[src/rtl/pong_score_ctrl.sv]
// -----------------------------------------------------------------------------
// pong_score_ctrl
//
// Game/score controller that sits downstream of the ball stage. It counts the
// point flags from the ball stage and keeps one score per player. It drives
// enablePong back to the ball stage, which gates ball motion and drawing.
// The game runs through four phases: idle, play, a pause after each point, and
// game over. The pause is timed in video frames. A frame tick is taken from the
// raster position o_x/o_y.
//
// Parameters
//   WIN_SCORE     points needed to win (1..15)
//   PAUSE_FRAMES  frames enablePong stays low after a non-winning point (1..255)
//   H_LAST        last active x; frame tick when o_x==H_LAST && o_y==V_LAST
//   V_LAST        last active y
//
// Ports
//   clk_in        in   1   board clock (shared with ball stage and VGA timing)
//   i_rst         in   1   asynchronous active-low reset
//   start_btn     in   1   asynchronous push button, active-high
//   o_x           in   10  current pixel x
//   o_y           in   9   current pixel y
//   pointPlayer1  in   1   player-1 scored flag (level, counted on rising edge)
//   pointPlayer2  in   1   player-2 scored flag (level, counted on rising edge)
//   enablePong    out  1   high only while in PLAY
//   score1        out  4   player-1 score, binary
//   score2        out  4   player-2 score, binary
//   winner        out  2   00 none, 01 player 1, 10 player 2
//   frame_tick    out  1   one-cycle pulse, one cycle after raster hits (H_LAST,V_LAST)
//
// Optional build macro SEG7_EN adds these ports:
//   hex_p1        out  7   score1 as an active-low seven-segment digit {g,f,e,d,c,b,a}
//   hex_p2        out  7   score2 as an active-low seven-segment digit {g,f,e,d,c,b,a}
// -----------------------------------------------------------------------------
module pong_score_ctrl #(
    parameter int WIN_SCORE    = 7,
    parameter int PAUSE_FRAMES = 60,
    parameter int H_LAST       = 639,
    parameter int V_LAST       = 479
) (
    input  logic       clk_in,
    input  logic       i_rst,
    input  logic       start_btn,
    input  logic [9:0] o_x,
    input  logic [8:0] o_y,
    input  logic       pointPlayer1,
    input  logic       pointPlayer2,
    output logic       enablePong,
    output logic [3:0] score1,
    output logic [3:0] score2,
    output logic [1:0] winner,
    output logic       frame_tick
`ifdef SEG7_EN
    ,
    output logic [6:0] hex_p1,
    output logic [6:0] hex_p2
`endif
);

    localparam logic [1:0] ST_IDLE  = 2'b00;
    localparam logic [1:0] ST_PLAY  = 2'b01;
    localparam logic [1:0] ST_PAUSE = 2'b10;
    localparam logic [1:0] ST_OVER  = 2'b11;

    localparam logic [3:0] WIN_Q   = 4'(WIN_SCORE);
    localparam logic [7:0] PAUSE_Q = 8'(PAUSE_FRAMES);
    localparam logic [9:0] H_Q     = 10'(H_LAST);
    localparam logic [8:0] V_Q     = 9'(V_LAST);

    // Start button synchroniser and edge detector.
    logic start_ff1, start_ff2, start_prev;
    // Previous levels of the point flags, used for edge detection.
    logic p1_q, p2_q;

    logic [1:0] state, state_nxt;
    logic [7:0] pause_cnt, pause_nxt;
    logic [3:0] score1_nxt, score2_nxt;
    logic [1:0] winner_nxt;

    logic start_rise, p1_rise, p2_rise;

    assign start_rise = start_ff2 & ~start_prev;
    assign p1_rise    = pointPlayer1 & ~p1_q;
    assign p2_rise    = pointPlayer2 & ~p2_q;

    // NOTE: every always_comb output gets a default before the case, so no
    // path leaves a signal unassigned and no latch is inferred.
    always_comb begin
        state_nxt  = state;
        pause_nxt  = pause_cnt;
        score1_nxt = score1;
        score2_nxt = score2;
        winner_nxt = winner;
        case (state)
            ST_IDLE, ST_OVER: begin
                if (start_rise) begin
                    state_nxt  = ST_PLAY;
                    score1_nxt = 4'd0;
                    score2_nxt = 4'd0;
                    winner_nxt = 2'b00;
                end
            end
            ST_PLAY: begin
                // A simultaneous edge on both flags is ambiguous and is dropped.
                if (p1_rise ^ p2_rise) begin
                    if (p1_rise) begin
                        if (score1 < WIN_Q) score1_nxt = score1 + 4'd1;
                        if (score1_nxt == WIN_Q) begin
                            state_nxt  = ST_OVER;
                            winner_nxt = 2'b01;
                        end else begin
                            state_nxt = ST_PAUSE;
                            pause_nxt = PAUSE_Q;
                        end
                    end else begin
                        if (score2 < WIN_Q) score2_nxt = score2 + 4'd1;
                        if (score2_nxt == WIN_Q) begin
                            state_nxt  = ST_OVER;
                            winner_nxt = 2'b10;
                        end else begin
                            state_nxt = ST_PAUSE;
                            pause_nxt = PAUSE_Q;
                        end
                    end
                end
            end
            ST_PAUSE: begin
                if (frame_tick) begin
                    pause_nxt = pause_cnt - 8'd1;
                    if (pause_cnt == 8'd1) state_nxt = ST_PLAY;
                end
            end
            default: state_nxt = ST_IDLE;
        endcase
    end

    // NOTE: state registers use non-blocking assignments. Then every flop
    // samples the values from before the edge, and the simulator's evaluation
    // order cannot change the result.
    always_ff @(posedge clk_in or negedge i_rst) begin
        if (!i_rst) begin
            start_ff1  <= 1'b0;
            start_ff2  <= 1'b0;
            start_prev <= 1'b0;
            p1_q       <= 1'b0;
            p2_q       <= 1'b0;
            frame_tick <= 1'b0;
            state      <= ST_IDLE;
            enablePong <= 1'b0;
            pause_cnt  <= 8'd0;
            score1     <= 4'd0;
            score2     <= 4'd0;
            winner     <= 2'b00;
        end else begin
            start_ff1  <= start_btn;
            start_ff2  <= start_ff1;
            start_prev <= start_ff2;
            p1_q       <= pointPlayer1;
            p2_q       <= pointPlayer2;
            frame_tick <= (o_x == H_Q) && (o_y == V_Q);
            state      <= state_nxt;
            // enablePong is registered from the next state, so it tracks state
            // in the same cycle without a decode after the flop.
            enablePong <= (state_nxt == ST_PLAY);
            pause_cnt  <= pause_nxt;
            score1     <= score1_nxt;
            score2     <= score2_nxt;
            winner     <= winner_nxt;
        end
    end

`ifdef SEG7_EN
    function automatic logic [6:0] seg7_decode(input logic [3:0] v);
        logic [6:0] s;
        case (v)
            4'h0: s = 7'b1000000;
            4'h1: s = 7'b1111001;
            4'h2: s = 7'b0100100;
            4'h3: s = 7'b0110000;
            4'h4: s = 7'b0011001;
            4'h5: s = 7'b0010010;
            4'h6: s = 7'b0000010;
            4'h7: s = 7'b1111000;
            4'h8: s = 7'b0000000;
            4'h9: s = 7'b0010000;
            4'hA: s = 7'b0001000;
            4'hB: s = 7'b0000011;
            4'hC: s = 7'b1000110;
            4'hD: s = 7'b0100001;
            4'hE: s = 7'b0000110;
            default: s = 7'b0001110;
        endcase
        return s;
    endfunction

    // Decoded from the score registers, so the display lags the score by one cycle.
    always_ff @(posedge clk_in or negedge i_rst) begin
        if (!i_rst) begin
            hex_p1 <= 7'b1000000;
            hex_p2 <= 7'b1000000;
        end else begin
            hex_p1 <= seg7_decode(score1);
            hex_p2 <= seg7_decode(score2);
        end
    end
`endif

endmodule

[config.mk]
export PLATFORM = sky130hd
export DESIGN_NAME = pong_score_ctrl
export DESIGN_NICKNAME = d
export VERILOG_FILES = /design/src/rtl/pong_score_ctrl.sv
export SDC_FILE = /design/constraint.sdc
export NUM_CORES = 1
export LEC_CHECK = 0
export BUFFER_PORTS_ARGS = -buffer_cell sky130_fd_sc_hd__buf_2
export CORE_ASPECT_RATIO = 1.25
export CORE_MARGIN = 2
export CORE_UTILIZATION = 45
export DETAILED_ROUTE_END_ITERATION = 6
export PLACE_DENSITY = 0.76
export SYNTH_ARGS = -nofsm -noshare
export SYNTH_HDL_FRONTEND = slang
export SYNTH_SLANG_ARGS = --single-unit
[constraint.sdc]
create_clock -name clk_in -period 2.3 [get_ports clk_in]
set_input_delay 0.115 -clock clk_in [delete_from_list [all_inputs] [get_ports clk_in]]
set_output_delay 0.115 -clock clk_in [all_outputs]
set_load 0.01 [all_outputs]
==> impl_results.md, run 1 <==
* R2R Setup Slk at 120 ps
* Compound-Gate Fraction of Synth Area at 22.8%
* Wirelength per Cell at 14.6 µm
* DRT Wirelength at 3.80 mm
* Syn Nets at 203
* CP Launch Type: flip-flop
* Layout cell share with drive strength beyond 1 at 26.6%
* Sw Ratio at 22.9%
* Fmax at 0.459 GHz
* Worst-path clk slew at 90 ps
* Gp weighted congestion at 0.800
* Max-cap viol count at 0
* WP data required at 2460 ps
* Total GRT Usage at 19.7%
* CTS buffer count at 3
* Clk_lat worst skew at 270 ps
* Slew @ Worst Pin at 710 ps
* DR iter-0 viols at 56
* # IOs at 36
* Crit Path Max Fanout at 7
* Pwr dens at 409 nW/µm²
* FF+latch count, synth at 27
* Switching power total at 0.000193 W
* Synth-to-Final Area Change at 21.3%
* Status: complete, but fails checks
* P_leak at 0.944 nW
* Number of global-route vias before repair at 1,552
* Post-route setup TNS at 0 ps
* Post-synthesis adder-cell area fraction at 4.42%
* Clock network power share at 31.9%
* CTS Sinks at 27
* Fraction of the mapped netlist area in simple logic gates at 23.5%
* Final Critical Period at 2180 ps
* Most common cell after layout, fill and taps aside: buf_2
* Starting Density at 47.9%
* Post-Synthesis Cells at 173
* CTS Buffer Depth at 2
* Crit path largest cell delay at 530 ps
* Die H at 72.7 µm
* Fin. max-slew vios at 0
* Crit path cell chain: ha_1, nand4bb_1, a311oi_4, o31ai_2, o21ai_2, a221o_1
* Synth unique cells at 51
* Post-Synthesis Cell Area at 1700 µm²
* Largest family of logic cells by synthesized area: simple AND/OR/NAND/NOR gates
* Critical Path Sink Type: flip-flop
* Row count at 24
* Clk_skew at 2.31 ps
* XOR/XNOR Fraction of Synth Area at 2.14%
* Post-synthesis sequential area ratio at 39.8%
* Comb power frac at 10.6%
* First-pass GRT wire length at 6.60 mm
* Clk Tree Root Cell: clkbuf_8
* Peak VDD IR at 260 µV
* Final Hold Slack at 112 ps
* CP arrival at 2340 ps
* Post-synth EDFFs at 0
* DIE AREA at 4280 µm²
* Core Region at 3540 µm²
* # setup viols final at 0
* Main synth FF type: dfrtp_1
* Slowest CP cell: o31ai_2
* Failing checks: design-rule violations
* DP Wirelength at 2.85 mm
* Post_cts resized at 0
* Drt first pass iters at 7
* Crit share post-route at 94.8%
* Count of buffers from port buffering at 35
* Final ANT Viol Nets at 0
* RSZ-0062 raised after global routing: yes
* Gr ovfl total at 0
* Hold Path Class: primary input to flip-flop
* # DRC at 2
* Die width at 58.9 µm
* Vias per cell at 5.81
* Syn avg cell area at 9.81 µm²
* Routed vias at 1,516
* Setup Fix Bufs, Post-CTS at 0
* Ant diodes at 0
* CTS H-tree lvls at 1
* Final nets at 253
* Initial antenna violation count at 0
* Internal power at 0.000650 W
* Mux contribution to synthesized area at 3.83%
* Commonest cells after routing, fill and taps aside: buf_2 (35), dfrtp_1 (27), nor2_1 (18), nand2_1 (14), a21oi_1 (11)
* Seq pwr share at 57.5%
* Layout filler cell count at 316
* Kind of critical path: flip-flop to flip-flop
* Worst rel slew slack at 52.7%
* Post-synth ARST share at 100%
* Yosys warns at 0
* CTS tree: done
* Largest net degree at the start of global routing at 28
* Tot Pwr at 0.000843 W
* Final Hold Viols at 0
## metrics by stage
step | cells | worst slack [ps] | area (µm²) | utilization, %
2_1_floorplan | 173 | 150 | 1700 | -
3_5_place_dp | 253 | 115 | 1970 | 55.7
3_3_place_gp | 253 | 171 | 1970 | 55.7
5_1_grt | 261 | -15.8 | 2060 | 58.1
4_1_cts | 261 | 101 | 2060 | 58.1
6_report | 261 | 120 | 2060 | 58.1
## path summary, 6_finish.rpt
path,startpoint,to,depth (start not counted)
worst max-delay path,score2[0],pause_cnt[1],6
worst min-delay path,o_y[4],frame_tick,2
worst max register to register,score2[0],pause_cnt[1],6
worst min register to register,start_ff1,start_ff2,0
max in group asynchronous,i_rst,pause_cnt[6],2
min in group asynchronous,i_rst,score1[3],2
## cell type report
class / instances / area [µm²] / share of cell area (%)
clock buffer: 4 / 45.0 / 2.19
inverter: 10 / 37.5 / 1.82
sequential: 27 / 676 / 32.8
tap: 39 / 48.8 / 2.37
timing repair buffer: 49 / 290 / 14.1
multi-input combinational: 132 / 962 / 46.7
## registers in the layout, summed over array words and instances, names as in the netlist
name / flops
enablePong: 1
start_prev: 1
score1: 4
p2_q: 1
start_ff1: 1
p1_q: 1
pause_cnt: 8
start_ff2: 1
frame_tick: 1
score2: 4
winner: 2
state: 2
## routing by layer
layer | GRT usage (%) | wire length, µm | vias to the layer above
met2 | 36.2 | 2020 | 37
met1 | 23.2 | 1610 | 718
met4 | 6.31 | 40 | 0
li1 | - | - | 757
met3 | 2.48 | 134 | 4
met5 | 0 | 0 | -
## power by group through the flow
stage | clock (W) | combinational (W) | sequential (W)
global placement | 0 | 0.0000832 | 0.000494
CTS | 0.000276 | 0.0000904 | 0.000484
floorplan | 0 | 0.0000425 | 0.000494
detailed placement | 0 | 0.0000846 | 0.000494
finish | 0.000269 | 0.0000894 | 0.000485
global route | 0.000299 | 0.0000993 | 0.000485
## cells by family (layout without fill, tap and decap cells)
family	Yosys count	count (layout)
and+or+nand+nor	67	67
xor gates and xnor gates	2	2
adders and majority gates	6	6
AOI/OAI and AO/OA	51	51
muxes	6	6
DFF	27	27
buffers and inverters	14	63
## repair_timing
item | CTS | global route
hold endpoints to repair | 30 | 0
hold buffers | 4 | 0
setup endpoints to repair | 0 | 2
## cells in the mapped netlist, drive strengths merged, types with 3 or more instances
cell	count	area, µm²
ha	6	75.1
nand2	14	52.6
nand4bb	4	45.0
nand4	3	18.8
mux2i	5	50.1
a21oi	11	55.1
nand3	3	15.0
inv	10	37.5
dfrtp	27	676
nand4b	3	26.3
o21ai	10	53.8
a311oi	3	61.3
a31oi	7	43.8
nor2b	3	21.3
nor2	18	67.6
a211oi	3	22.5
clkbuf	3	11.3
## critical path, delay by kind of cell, from the launching register on
family,cells,cell delay (ps)
AO/OA/AOI/OAI,4,1180
AND/OR/NAND/NOR,1,170
adder cells (fa/ha/maj),1,330
flip-flops,1,390
No activity file was read; power rests on OpenSTA's default activity.
==> run 2: changes to the inputs <==
==> config.mk (replaced) <==
export PLATFORM = sky130hd
export DESIGN_NAME = pong_score_ctrl
export DESIGN_NICKNAME = d
export VERILOG_FILES = /design/src/rtl/pong_score_ctrl.sv
export SDC_FILE = /design/constraint.sdc
export NUM_CORES = 1
export LEC_CHECK = 0
export CORE_ASPECT_RATIO = 1.25
export CORE_MARGIN = 2
export CORE_UTILIZATION = 45
export DETAILED_ROUTE_END_ITERATION = 6
export DONT_BUFFER_PORTS = 1
export PLACE_DENSITY = 0.68
export SYNTH_ARGS = -nofsm -noshare
export SYNTH_HDL_FRONTEND = slang
export SYNTH_SLANG_ARGS = --single-unit
==> constraint.sdc (replaced) <==
create_clock -name clk_in -period 2.3 [get_ports clk_in]
set_input_delay 0.23 -clock clk_in [delete_from_list [all_inputs] [get_ports clk_in]]
set_output_delay 0.23 -clock clk_in [all_outputs]
set_load 0.01 [all_outputs]
==> run 2 against run 1 <==
  * The run still ends with design-rule violations left
  * Cell area shrank 7.4%
  * Clock skew grew 1.6 ps
  * Count of clock-buffer cells in the layout shrank 1
  * Highest routed layer unchanged
  * Total power shrank 1.7%
  * Critical endpoint unchanged
  * Cell count shrank 13%
==> impl_results.md, run 2 (synthesis results as in run 1) <==
* Clk Tree Root Cell: clkbuf_8 (unchanged)
* Layout cell share with drive strength beyond 1 at 13.8% (was 26.6%)
* Post-route insts no fill at 227 (was 261)
* Final Critical Period at 2250 ps (was 2180 ps)
* CTS Sinks at 27 (unchanged)
* DRT Wirelength at 3.69 mm (was 3.80 mm)
* Core Region at 3540 µm² (unchanged)
* RSZ-0062 raised after global routing: yes (unchanged)
* Hold Path Class: primary input to flip-flop (unchanged)
* CTS buffer count at 3 (unchanged)
* Row count at 24 (unchanged)
* Routed vias at 1,432 (was 1,516)
* P_leak at 0.804 nW (was 0.944 nW)
* Post-route cell area at 1910 µm² (was 2060 µm²)
* First-pass GRT wire length at 6.41 mm (was 6.60 mm)
* CTS tree: done (unchanged)
* Ant diodes at 0 (unchanged)
* Slew @ Worst Pin at 676 ps (was 710 ps)
* Worst rel slew slack at 55.0% (was 52.7%)
* Largest Register: pause_cnt (unchanged)
* Total GRT Usage at 19.0% (was 19.7%)
* # setup viols final at 0 (unchanged)
* Initial antenna violation count at 0 (unchanged)
* Pwr dens at 434 nW/µm² (was 409 nW/µm²)
* DIE AREA at 4280 µm² (unchanged)
* Gr ovfl total at 0 (unchanged)
* Post_cts resized at 0 (unchanged)
* Die H at 72.7 µm (unchanged)
* Setup Fix Bufs, Post-CTS at 0 (unchanged)
* Wirelength per Cell at 16.2 µm (was 14.6 µm)
* Worst-path clk slew at 90 ps (about the same)
* Critical Path Sink Type: flip-flop (unchanged)
* CP Launch Type: flip-flop (unchanged)
* Largest register FFs at 8 (unchanged)
* Final nets at 219 (was 253)
* Synth-to-Final Area Change at 12.4% (was 21.3%)
* Fmax at 0.444 GHz (was 0.459 GHz)
* Most common cell after layout, fill and taps aside: dfrtp_1 (was buf_2)
* Die width at 58.9 µm (unchanged)
* Largest net degree at the start of global routing at 28 (unchanged)
* CTS Buffer Depth at 2 (unchanged)
* Final Hold Viols at 0 (unchanged)
* Kind of critical path: flip-flop to flip-flop (unchanged)
* Vias per cell at 6.31 (was 5.81)
* WP data required at 2460 ps (about the same)
* DP Wirelength at 2.80 mm (was 2.85 mm)
* Final ANT Viol Nets at 0 (unchanged)
* Failing checks: design-rule violations (unchanged)
* Number of global-route vias before repair at 1,485 (was 1,552)
* Clk_lat worst skew at 270 ps (about the same)
* Clk_skew at 3.94 ps (was 2.31 ps)
* Count of buffers from port buffering at 0 (was 35)
* Commonest cells after routing, fill and taps aside: dfrtp_1 (27), nor2_1 (18), nand2_1 (14), a21oi_1 (11) (was buf_2 (35), dfrtp_1 (27), nor2_1 (18), nand2_1 (14), a21oi_1 (11))
* Placed Instance Area at 1800 µm² (was 1970 µm²)
* Max-cap viol count at 0 (unchanged)
* # IOs at 36 (unchanged)
* Fin. max-slew vios at 0 (unchanged)
* Cells after DPL at 218 (was 253)
* Drt first pass iters at 6 (was 7)
* Regs by FF count: pause_cnt x8, score1 x4, score2 x4 (unchanged)
* DR iter-0 viols at 69 (was 56)
* Crit share post-route at 97.9% (was 94.8%)
* Crit Path Max Fanout at 7 (unchanged)
* CTS H-tree lvls at 1 (unchanged)
* # DRC at 2 (unchanged)
* Peak VDD IR at 196 µV (was 260 µV)
* Post-route setup TNS at 0 ps (unchanged)
* Starting Density at 47.9% (unchanged)
* Gp weighted congestion at 0.786 (was 0.800)
* CP arrival at 2410 ps (was 2340 ps)
* Status: complete, but fails checks (unchanged)
## run 2: final cells by class
| class | count | area, µm² |
|---|---|---|
| clock buffer | 3 | 41.3 |
| clock inverter | 1 | 7.51 |
| fill | 310 | 1640 |
| inverter | 10 | 37.5 |
| multi-input combinational | 132 | 962 |
| sequential | 27 | 676 |
| tap | 39 | 48.8 |
| timing repair buffer | 15 | 135 |
## run 2: repair_timing
item,CTS,global route
hold buffers,5,0
setup endpoints to repair,0,3
hold endpoints to repair,30,0
## run 2: metrics by stage
step	util (%)	total power [W]	setup WS, ps	hold WS (ps)
3_5_place_dp	50.8	0.000548	74.2	-64.6
2_1_floorplan	-	0.000537	150	-65.6
6_report	53.8	0.000829	49.0	112
3_3_place_gp	50.8	0.000546	181	-64.5
4_1_cts	53.8	0.000841	59.3	103
5_1_grt	53.8	0.000868	-21.1	101
## run 2: critical path: stages, from the launching register on
cell	delay (ps)
dfrtp_1	400
ha_1	330
nand4bb_1	160
a311oi_4	170
o31ai_2	560
o21ai_2	130
a221o_1	380
## run 2: worst paths after layout
| kind | cells past startpoint | end | from | slack (ps) |
|---|---|---|---|---|
| max in group asynchronous | 2 | score1[0] | i_rst | 1750 |
| hold / removal | 1 | frame_tick | o_y[4] | 110 |
| min in group asynchronous | 2 | score2[2] | i_rst | 400 |
| hold reg to reg | 0 | start_ff2 | start_ff1 | 360 |
| setup / recovery | 6 | pause_cnt[1] | score2[0] | 50 |
| setup reg to reg | 6 | pause_cnt[1] | score2[0] | 50 |
## run 2: layer usage
metal / vias to the layer above / global-route usage (%) / part of all wire [%]
met1: 691 / 22.7 / 42
met4: 0 / 5.81 / 0.52
li1: 685 / - / -
met5: - / 0 / 0
met3: 2 / 3.19 / 5.1
met2: 54 / 34.3 / 53
## run 2: report_power, final
| group | leakage (nW) | internal [W] | switching, W |
|---|---|---|---|
| Combinational | 0.446 | 0.0000339 | 0.0000371 |
| Clock | 0.0217 | 0.000123 | 0.000149 |
| Sequential | 0.336 | 0.000481 | 0.00000472 |
==> run 3: changes to the inputs <==
==> constraint.sdc (replaced) <==
create_clock -name clk_in -period 2.3 [get_ports clk_in]
set_input_delay 0.23 -clock clk_in [delete_from_list [all_inputs] [get_ports clk_in]]
set_output_delay 0.23 -clock clk_in [all_outputs]
set_load 0.05 [all_outputs]
==> run 3 against run 2 <==
  * The flow still finishes with violations (design-rule violations)
  * Register-to-register slack better by 40 ps
  * Total power is 0.42% higher
  * Via count is 0.21% higher
  * Cell area is 2.0% higher
  * Cell count is 2.2% higher
  * Core utilization is 1.1 points higher
  * Global-route usage is 0.56 points higher
  * Non-clock buffer count is 5 higher
  * First-iteration DRC count is 14% higher
  * Critical path type unchanged
  * Largest cell class unchanged
==> impl_results.md, run 3 (synthesis results as in run 1) <==
* DR iter-0 viols at 79 (was 69)
* Largest register FFs at 8 (unchanged)
* Cells after DPL at 223 (was 218)
* # setup viols final at 0 (unchanged)
* Status: complete, but fails checks (unchanged)
* Count of buffers from port buffering at 0 (unchanged)
* Vias per cell at 6.19 (was 6.31)
* Core Region at 3540 µm² (unchanged)
* Fmax at 0.452 GHz (was 0.444 GHz)
* Total GRT Usage at 19.6% (was 19.0%)
* Synth-to-Final Area Change at 14.7% (was 12.4%)
* Layout cell share with drive strength beyond 1 at 17.6% (was 13.8%)
* Kind of critical path: flip-flop to flip-flop (unchanged)
* Hold Path Class: primary input to flip-flop (unchanged)
* CTS buffer count at 3 (unchanged)
* Post-route insts no fill at 232 (was 227)
* R2r worst-path depth at 7 (was 6)
* Worst Hold End: frame_tick (unchanged)
* Final Critical Period at 2210 ps (was 2250 ps)
* Row count at 24 (unchanged)
* Initial antenna violation count at 0 (unchanged)
* CTS tree: done (unchanged)
* Area of the multi-input gates at 962 µm² (unchanged)
* Max-cap viol count at 0 (unchanged)
* Layout filler cell count at 325 (was 310)
* Post-route setup TNS at 0 ps (unchanged)
* # DRC at 3 (was 2)
* Number of global-route vias before repair at 1,412 (was 1,485)
* Slew @ Worst Pin at 611 ps (was 676 ps)
* Pwr dens at 427 nW/µm² (was 434 nW/µm²)
* R2R Setup Slk at 90 ps (was 50 ps)
* Largest Register: pause_cnt (unchanged)
* DIE AREA at 4280 µm² (unchanged)
* Final nets at 224 (was 219)
* Worst-path clk slew at 90 ps (about the same)
* Crit share post-route at 96.2% (was 97.9%)
* Crit Path Max Fanout at 7 (unchanged)
* Most common cell after layout, fill and taps aside: dfrtp_1 (unchanged)
* Failing checks: design-rule violations (unchanged)
* DRT Wirelength at 3.91 mm (was 3.69 mm)
* Gp weighted congestion at 0.851 (was 0.786)
* # IOs at 36 (unchanged)
* Cell family with most CP delay: compound AO/OA/AOI/OAI gates (unchanged)
* DP Wirelength at 2.96 mm (was 2.80 mm)
* First-pass GRT wire length at 6.51 mm (was 6.41 mm)
* Die H at 72.7 µm (unchanged)
* CTS Sinks at 27 (unchanged)
* CP Launch Type: flip-flop (unchanged)
* P_leak at 0.828 nW (was 0.804 nW)
* RSZ-0062 raised after global routing: yes (unchanged)
* Worst hold path startpoint: o_y[4] (unchanged)
* Ant diodes at 0 (unchanged)
* Starting Density at 47.9% (unchanged)
* Worst r2r dst: pause_cnt[5] (was pause_cnt[1])
* Fin. max-slew vios at 0 (unchanged)
* Post_cts resized at 0 (unchanged)
* Slowest CP cell: o31ai_2 (unchanged)
* CP arrival at 2380 ps (was 2410 ps)
* Worst rel slew slack at 59.3% (was 55.0%)
* Crit path largest cell delay at 460 ps (was 560 ps)
* Final ANT Viol Nets at 0 (unchanged)
* Final Hold Viols at 0 (unchanged)
* Clk_skew at 5.88 ps (was 3.94 ps)
* Die width at 58.9 µm (unchanged)
* Critical path depth at 7 (was 6)
* Clk Tree Root Cell: clkbuf_8 (unchanged)
* WP data required at 2460 ps (about the same)
* R2R Path Start: score1[0] (was score2[0])
* Sequential Area at 681 µm² (was 676 µm²)
* Commonest cells after routing, fill and taps aside: dfrtp_1 (23), nor2_1 (18), buf_4 (15), nand2_1 (14), a21oi_1 (11) (was dfrtp_1 (27), nor2_1 (18), nand2_1 (14), a21oi_1 (11))
* Largest net degree at the start of global routing at 28 (unchanged)
* CTS H-tree lvls at 1 (unchanged)
* Critical Path Sink Type: flip-flop (unchanged)
* Regs by FF count: pause_cnt x8, score1 x4, score2 x4 (unchanged)
* Wirelength per Cell at 16.8 µm (was 16.2 µm)
* Peak VDD IR at 229 µV (was 196 µV)
* CTS Buffer Depth at 2 (unchanged)
* Routed vias at 1,435 (was 1,432)
* Crit path cell chain: ha_1, nand4bb_1, a311oi_4, o31ai_2, buf_4, a21oi_1, a221oi_1 (was ha_1, nand4bb_1, a311oi_4, o31ai_2, o21ai_2, a221o_1)
* Gr ovfl total at 0 (unchanged)
* Hold depth at 1 (unchanged)
* Clk_lat worst skew at 270 ps (about the same)
* Drt first pass iters at 6 (unchanged)
* CP Buf/Inv Count at 1 (was 0)
==> run 3: worst max path at each step <==
stage	startpoint	to	slack, ps
after floorplan	score2[0]	pause_cnt[7]	40
after global placement	score1[0]	enablePong	200
after detailed placement	score1[0]	pause_cnt[5]	80
after CTS	score1[0]	pause_cnt[5]	90
after global routing	score1[0]	pause_cnt[5]	-10
final	score1[0]	pause_cnt[5]	90
==> run 3: metrics by stage <==
stage	cell area [µm²]	total power, W	util (%)	hold slack (ps)	setup slack [ps]
after global routing	1950	0.000870	54.9	132	-14.5
after floorplan	1700	0.000543	-	-65.6	36.1
after CTS	1950	0.000839	54.9	123	93.8
after detailed placement	1840	0.000553	52.0	-64.8	82.6
after global placement	1840	0.000552	52.0	-64.9	202
final	1950	0.000832	54.9	122	87.5
==> run 3: final cells by class <==
type | instances | area share, %
Multi-Input combinational cell | 132 | 49.4
Clock buffer | 4 | 2.31
Sequential cell | 27 | 35.0
Tap cell | 39 | 2.51
Timing Repair Buffer | 20 | 8.87
Inverter | 10 | 1.93
==> run 3: where the power goes <==
group | switching, W | internal [W]
Clock | 0.000146 | 0.000124
Combinational | 0.0000371 | 0.0000328
Sequential | 0.0000116 | 0.000481
Total | 0.000194 | 0.000638
==> run 3: repair_timing <==
action / CTS / global route
hold endpoints to repair: 30 / 0
hold buffers: 5 / 0
setup buffers: 0 / 0
endpoints found under the setup margin: 0 / 2
==> run 3: per-layer routing <==
metal / part of all wire, % / GRT usage [%]
met1: 43 / 24.0
met2: 52 / 35.6
met3: 3.7 / 2.48
met4: 1.2 / 5.30
met5: 0 / 0
